===== src/rtl/mips_pkg.sv =====
// mips_pkg: shared PC-unit FSM encoding and PC increment constant
package mips_pkg;
  typedef enum logic {RUN = 1'b0, PENDING = 1'b1} pc_state_t;
  localparam logic [31:0] PC_INC = 32'd4;
endpackage


===== src/rtl/pc_branch_unit.sv =====
// pc_branch_unit: PC register with beq/bne/j/jr redirect, stall-deferred pending target, flush/misalign pulses and saturating redirect count
module pc_branch_unit
  import mips_pkg::*;
#(
  parameter logic [31:0] RESET_PC = 32'h0000_0000
) (
  input  logic        clk,
  input  logic        rst,
  input  logic        stall,
  input  logic        branch_en,
  input  logic        branch_ne,
  input  logic        zero,
  input  logic [31:0] branch_offset,
  input  logic        jump_en,
  input  logic [25:0] jump_index,
  input  logic        jr_en,
  input  logic [31:0] jr_addr,
  output logic [31:0] pc,
  output logic [31:0] pc_plus4,
  output logic        flush,
  output logic        misalign,
  output logic [15:0] taken_count
);
  pc_state_t   state, state_n;
  logic [31:0] pend_target, target, apply_target, pc_n;
  logic        pend_mis, tgt_mis, apply_mis, taken, redirect, apply, capture;
  assign pc_plus4 = pc + PC_INC;
  assign taken    = branch_en && (zero ^ branch_ne);
  assign redirect = jr_en || jump_en || taken;
  assign target   = jr_en   ? {jr_addr[31:2], 2'b00} :
                    jump_en ? {pc_plus4[31:28], jump_index, 2'b00} :
                              pc_plus4 + branch_offset;
  assign tgt_mis  = jr_en && (jr_addr[1:0] != 2'b00);
  always_ff @(posedge clk or posedge rst)
    if (rst) state <= RUN;
    else     state <= state_n;
  always_comb
    state_n = (state == PENDING) ? (stall ? PENDING : RUN) : ((stall && redirect) ? PENDING : RUN);
  always_comb begin
    apply        = !stall && (state == PENDING || redirect);
    capture      = stall && redirect && state == RUN;
    apply_target = (state == PENDING) ? pend_target : target;
    apply_mis    = (state == PENDING) ? pend_mis : tgt_mis;
    pc_n         = stall ? pc : apply ? apply_target : pc_plus4;
  end
  always_ff @(posedge clk or posedge rst)
    if (rst) begin
      pc          <= RESET_PC;
      pend_target <= '0;
      pend_mis    <= 1'b0;
      flush       <= 1'b0;
      misalign    <= 1'b0;
      taken_count <= '0;
    end else begin
      pc       <= pc_n;
      flush    <= apply;
      misalign <= apply && apply_mis;
      if (capture) begin
        pend_target <= target;
        pend_mis    <= tgt_mis;
      end
      if (apply && taken_count != 16'hFFFF) taken_count <= taken_count + 16'd1;
    end
endmodule


===== config.mk =====
export PLATFORM = sky130hd
export DESIGN_NAME = pc_branch_unit
export DESIGN_NICKNAME = d
export VERILOG_FILES = /design/src/rtl/mips_pkg.sv /design/src/rtl/pc_branch_unit.sv
export SDC_FILE = /design/constraint.sdc
export NUM_CORES = 1
export LEC_CHECK = 0
export ABC_AREA = 1
export ABC_CLOCK_PERIOD_IN_PS = 4590
export CORE_MARGIN = 2
export CORE_UTILIZATION = 56
export CTS_CLUSTER_DIAMETER = 100
export DETAILED_ROUTE_END_ITERATION = 8
export GPL_ROUTABILITY_DRIVEN = 0
export PLACE_DENSITY = 0.89
export SYNTH_ARGS = -nofsm -noshare
export SYNTH_HDL_FRONTEND = slang
export SYNTH_SLANG_ARGS = --single-unit

===== constraint.sdc =====
create_clock -name clk -period 4.59 [get_ports clk]
set_input_delay 0.918 -clock clk [delete_from_list [all_inputs] [get_ports clk]]
set_output_delay 0.918 -clock clk [all_outputs]
set_load 0.005 [all_outputs]

# ---- Yosys cells after proc, flatten, opt, wreduce, memory -nomap -nowiden
# Cells that the tools add are included.
dict set report word_totals {
  latchBits 0
  mem_count 0
  ff_bits 84
  ramBits 0
  romBits 0
  elab_cells 33
}
dict set report classes {
  shift 0
  eq_ne 1
  n_div 0
  n_mux 8
  n_lt_le_gt_ge 0
  mul 0
  n_bitwise 2
  n_reduce_logical 12
  n_addsub 3
}
# operator count
set ops {}
lappend ops {{32-bit 2-to-1 mux} 4}
lappend ops {{32-bit by 3-bit adder with 32-bit output (second input constant)} 1}
lappend ops {{32-bit adder} 1}
lappend ops {{16-bit by 1-bit adder with 16-bit output (second input constant)} 1}
lappend ops {{16-bit != test (second input constant)} 1}
lappend ops {{1-bit logical AND} 7}
lappend ops {{1-bit 2-to-1 mux} 4}
lappend ops {{1-bit logical OR} 3}
lappend ops {{2-bit nonzero test} 1}
lappend ops {{1-bit logical NOT} 1}
lappend ops {{1-bit NOT} 1}
lappend ops {{1-bit bitwise XOR} 1}

# ---- Depth between registers and ports, before layout
dict set report depth {
  ltp_word 6
  mapped_depth 25
  mapped_depth_nobuf 25
}

# ---- Worst setup path after synthesis
# OpenSTA, ideal clock, no wires.
dict set report synth_timing {
  path_kind {register to register}
  from {register pc[2]}
  to {register pc[26]}
  setup_time_ns 0.116
  path_stages_with_launch 24
  arrival_ns 2.776
  t_required_ns 4.474
  slack_ns 1.698
  cell_sequence {dfrtp_1 ha_1 nand2_1 inv_1 nand3_2 nor3b_2 nand2_1 nor2_1 xnor2_1 clkinv_1 ha_1 nand2_1 nor2_1 inv_1 nor3_1 nand2_1 nand3_1 nand2_1 nand3_1 nand2_1 nand2_1 nand2_1 nand2_1 nand2_1}
}
dict set report synth_via {
  elab_chain_cells 6
}
# item line
set synth_lines {}
lappend synth_lines {{from (decl)} pc_branch_unit.sv:18} ;# output logic [31:0] pc,
lappend synth_lines {{from (signal assigned)} pc_branch_unit.sv:55} ;# pc <= pc_n;
lappend synth_lines {{32-bit by 3-bit adder with 32-bit output} pc_branch_unit.sv:27} ;# assign pc_plus4 = pc + PC_INC;
lappend synth_lines {{named net pc_plus4[24]} pc_branch_unit.sv:19} ;# output logic [31:0] pc_plus4,
lappend synth_lines {{32-bit adder} pc_branch_unit.sv:32} ;# pc_plus4 + branch_offset;
lappend synth_lines {{32-bit 2-to-1 mux} pc_branch_unit.sv:31} ;# jump_en ? {pc_plus4[31:28], jump_index, 2'b00} :
lappend synth_lines {{32-bit 2-to-1 mux} pc_branch_unit.sv:30} ;# assign target = jr_en ? {jr_addr[31:2], 2'b00} :
lappend synth_lines {{32-bit 2-to-1 mux} pc_branch_unit.sv:42} ;# apply_target = (state == PENDING) ? pend_target : target;
lappend synth_lines {{32-bit 2-to-1 mux} pc_branch_unit.sv:44} ;# pc_n = stall ? pc : apply ? apply_target : pc_plus4;
# The timed path passes the listed nets, and every way through them passes these cells.
# A chain may end at the register's enable or synchronous reset.

# ---- Worst setup path after layout
dict set report layout_timing {
  from {register pc[2]}
  to {register pc[30]}
}
dict set report layout_via {
  elab_chain_cells 6
}
# item line
set layout_lines {}
lappend layout_lines {{32-bit by 3-bit adder with 32-bit output (*)} pc_branch_unit.sv:27}
lappend layout_lines {{32-bit adder} pc_branch_unit.sv:32}
lappend layout_lines {{32-bit 2-to-1 mux} pc_branch_unit.sv:31}
lappend layout_lines {{32-bit 2-to-1 mux} pc_branch_unit.sv:30}
lappend layout_lines {{32-bit 2-to-1 mux} pc_branch_unit.sv:42}
lappend layout_lines {{32-bit 2-to-1 mux (*)} pc_branch_unit.sv:44}
# Mark *: on every way between the ends. The rest lies on a longest branch, timed or not.

==> summary.md <==
| Metric | Value |
|---|---|
| Overall die height | `120 um` |
| Setup_tns | `0 ns` |
| Critical Path RT | `4.83 ns` |
| Pre-Repair DR Iteration Count | `6` |
| Syn nets | `1332` |
| DP HPWL | `19.7 mm` |
| Slew headroom | `60.0%` |
| PD cells | `357 mW/mm2` |
| Largest net degree at the start of global routing | `46` |
| Clock latency on the worst-skew pair | `0.34 ns` |
| Setup Skew | `0.00579 ns` |
| Sw power | `1.40 mW` |
| Number of vias per cell | `5.71` |
| Num CTS Buffers | `9` |
| Initial DRC count | `1062` |
| Final Critical Period | `3.66 ns` |
| # rows | `42` |
| Initial Util | `57.3%` |
| Max H-tree Level | `3` |
| Final hold vios | `0` |
| ANT cells | `0` |
| Total power | `3.53 mW` |
| Comb pwr share | `47.3%` |
| Primary FF master, synth | `dfrtp_1` |
| Antenna-violating nets left | `0` |
| I/O pin total | `180` |
| Synthesized area per cell | `6.36 um2` |
| Area leader, netlist | `dfrtp_1` |
| Final net count | `1503` |
| CORE AREA | `0.0132 mm2` |
| Clock power frac | `23.3%` |
| Seq/Total Area, Yosys | `27.7%` |
| CTS root buf | `clkbuf_16` |
| Peak Freq | `274 MHz` |
| RSZ-0062 raised after global routing | `false` |
| YS warnings | `0` |
| Cell Count, Final, Fillers Out | `1545` |
| Number of enable flip-flop cells after synthesis | `0` |
| Worst slew pin tran | `0.598 ns` |
| Mapped Cells | `1193` |
| Die width | `120 um` |
| Wirelength per Cell | `16.4 um` |
| Post-synthesis async set-or-reset flop share | `100%` |
| Grt total ovfl | `0` |
| Worst hold path type | `flop to flop` |
| Flops & latches, synth | `84` |
| Synth-to-Final Area Change | `30.4%` |
| Die area | `0.0145 mm2` |
| Setup violations, final | `0` |
| CTS max path bufs | `2` |
| P_leak | `4.86 nW` |
| Maximum vdd drop | `176 uV` |
| Placed cells | `1529` |
| Tcrit/Tclk final | `79.6%` |
| Outcome | `complete, no violations` |
| Setup ws final | `0.935 ns` |
| CP Capture Type | `flop` |
| Synth top area cells | `dfrtp_1, nand2_1, inv_1` |
| Final wirelength | `25.3 mm` |
| GRT Total Usage | `35.0%` |
| First-pass GRT wire length | `40.0 mm` |
| Clock transition at the registers of the reported paths | `0.06 ns` |
| Hold_buf cts | `0` |
| Crit path arrival time | `3.89 ns` |
| Mapped Area | `0.00758 mm2` |
| Sequential Power Share | `29.4%` |
| Most common cell after layout, fill and taps aside | `nand2_1` |
| Internal | `2.13 mW` |
| Crit start category | `flop` |
| # Post-CTS Setup Buffers | `0` |
| IO Port Bufs | `179` |
| Max Cap Violations | `0` |
| Via count | `8826` |
| Slew Viols, Final | `0` |
| Sw Ratio | `39.7%` |
| Final Util | `74.7%` |
| DP Worst Slack | `0.991 ns` |
| Vias in the first global route | `8229` |
| DRC Markers | `0` |
| Most frequent cells in the layout | `nand2_1, clkdlybuf4s50_1, inv_1, nor2_1, dfrtp_1` |
| CTS tree | `yes` |
| Worst-path maximum fanout | `5` |
| Setup CP Type | `flop to flop` |
| Clock sinks | `84` |
| Initial antenna violation count | `0` |
| Post-CTS resize count | `0` |
| Proportion of layout cells with a drive suffix above 1 | `5.26%` |
| Area share of the largest cell type after synthesis | `27.7%` |
| Distinct cells, synth | `49` |
power groups by stage:
stage | clock network (mW) | logic [mW] | registers, mW
floorplan | 0 | 0.967 | 1.01
global placement | 0 | 1.58 | 1.04
detailed placement | 0 | 1.62 | 1.04
CTS | 0.819 | 1.64 | 1.03
global route | 0.846 | 1.83 | 1.06
finish | 0.822 | 1.67 | 1.04
final cells by class:
| type | instances | area (um2) |
|---|---|---|
| Multi-Input combinational cell | 918 | 4750 |
| Fill cell | 1053 | 3350 |
| Sequential cell | 84 | 2100 |
| Timing Repair Buffer | 192 | 1890 |
| Inverter | 159 | 598 |
| Clock buffer | 12 | 236 |
| Tap cell | 176 | 220 |
| Clock inverter | 4 | 97.6 |
metal layers:
layer  vias to the layer above  global-route usage (%)  share of wire, %
li1                       4170                       -                 -
met1                      4065                    46.4                41
met2                       496                    56.2                46
met3                        95                    4.76               9.6
met4                         0                    17.3               4.0
met5                         -                       0                 0
metrics by stage:
stage               hold WS (ns)  instance area [um2]
global route               0.504                 9890
floorplan                  0.442                 7580
detailed placement         0.467                 9560
CTS                        0.482                 9890
finish                     0.480                 9890
global placement           0.462                 9560
worst max-delay path, cell delays in order, from the launching register on:
cell and delay, ns:
dfrtp_1 0.44, ha_1 0.20, nand2_1 0.07, inv_1 0.12, nand3_2 0.14, nor3b_2 0.25
nand2_1 0.13, nor2_1 0.14, xnor2_1 0.14, clkinv_1 0.19, ha_1 0.42, nand2_1 0.12
nor2_1 0.17, and2_1 0.23, nand3_1 0.18, nand2_1 0.10, nand2_1 0.06, nand3_1 0.16
nand2_1 0.07, nand2_1 0.06, nand2_1 0.06, nand2_1 0.06, nand2_1 0.05
logic make-up (layout without fill, tap and decap cells):
family | Yosys count | count (layout) | synth area share [%]
AOI/OAI and AO/OA | 173 | 173 | 13.6
xor gates and xnor gates | 39 | 39 | 4.60
adders and majority gates | 41 | 41 | 6.86
buffers and inverters | 191 | 367 | 9.72
DFF | 84 | 84 | 27.7
and+or+nand+nor | 665 | 665 | 37.5
registers in the layout, summed over array words and instances (netlist names):
name,cells
pc,32
pend_target,32
taken_count,16
flush,1
misalign,1
pend_mis,1
state,1
path summary, 6_finish.rpt:
path,start,endpoint,slack (ns),depth (start not counted)
hold / removal,pend_mis$_DFFE_PP0P_,pend_mis$_DFFE_PP0P_,0.48,2
setup reg to reg,pc[2]$_DFFE_PP0N_,pc[30]$_DFFE_PP0N_,0.93,22
hold reg to reg,pend_mis$_DFFE_PP0P_,pend_mis$_DFFE_PP0P_,0.48,2
max in group asynchronous,rst,pc[20]$_DFFE_PP0N_,2.94,3
setup / recovery,pc[2]$_DFFE_PP0N_,pc[30]$_DFFE_PP0N_,0.93,22
min in group asynchronous,rst,pc[0]$_DFFE_PP0P_,0.89,2
synthesized netlist by cell type (3+ instances only):
library cell    n
nand3_2         5
o21bai_1        3
nand2_4         3
nor4_1          3
nand2_1       393
dfrtp_1        84
o22ai_1         8
nor3_1         15
ha_1           40
xor2_1         25
buf_1           3
o21ai_0        30
a22o_1         16
clkbuf_1       17
a21oi_1        65
inv_1         146
o211ai_1       10
xnor2_1        13
and2_1          3
nand2_2         3
nand4_1         8
a31oi_1        23
nand3_1        72
nand3b_1        4
inv_2          10
a22oi_1         3
nor2_2          5
nor2_1        133
o21ai_1         7
buf_2          10
clkinv_1        3
nor2_4          4
or2_2           4
Power figures use the tool's default switching activity.
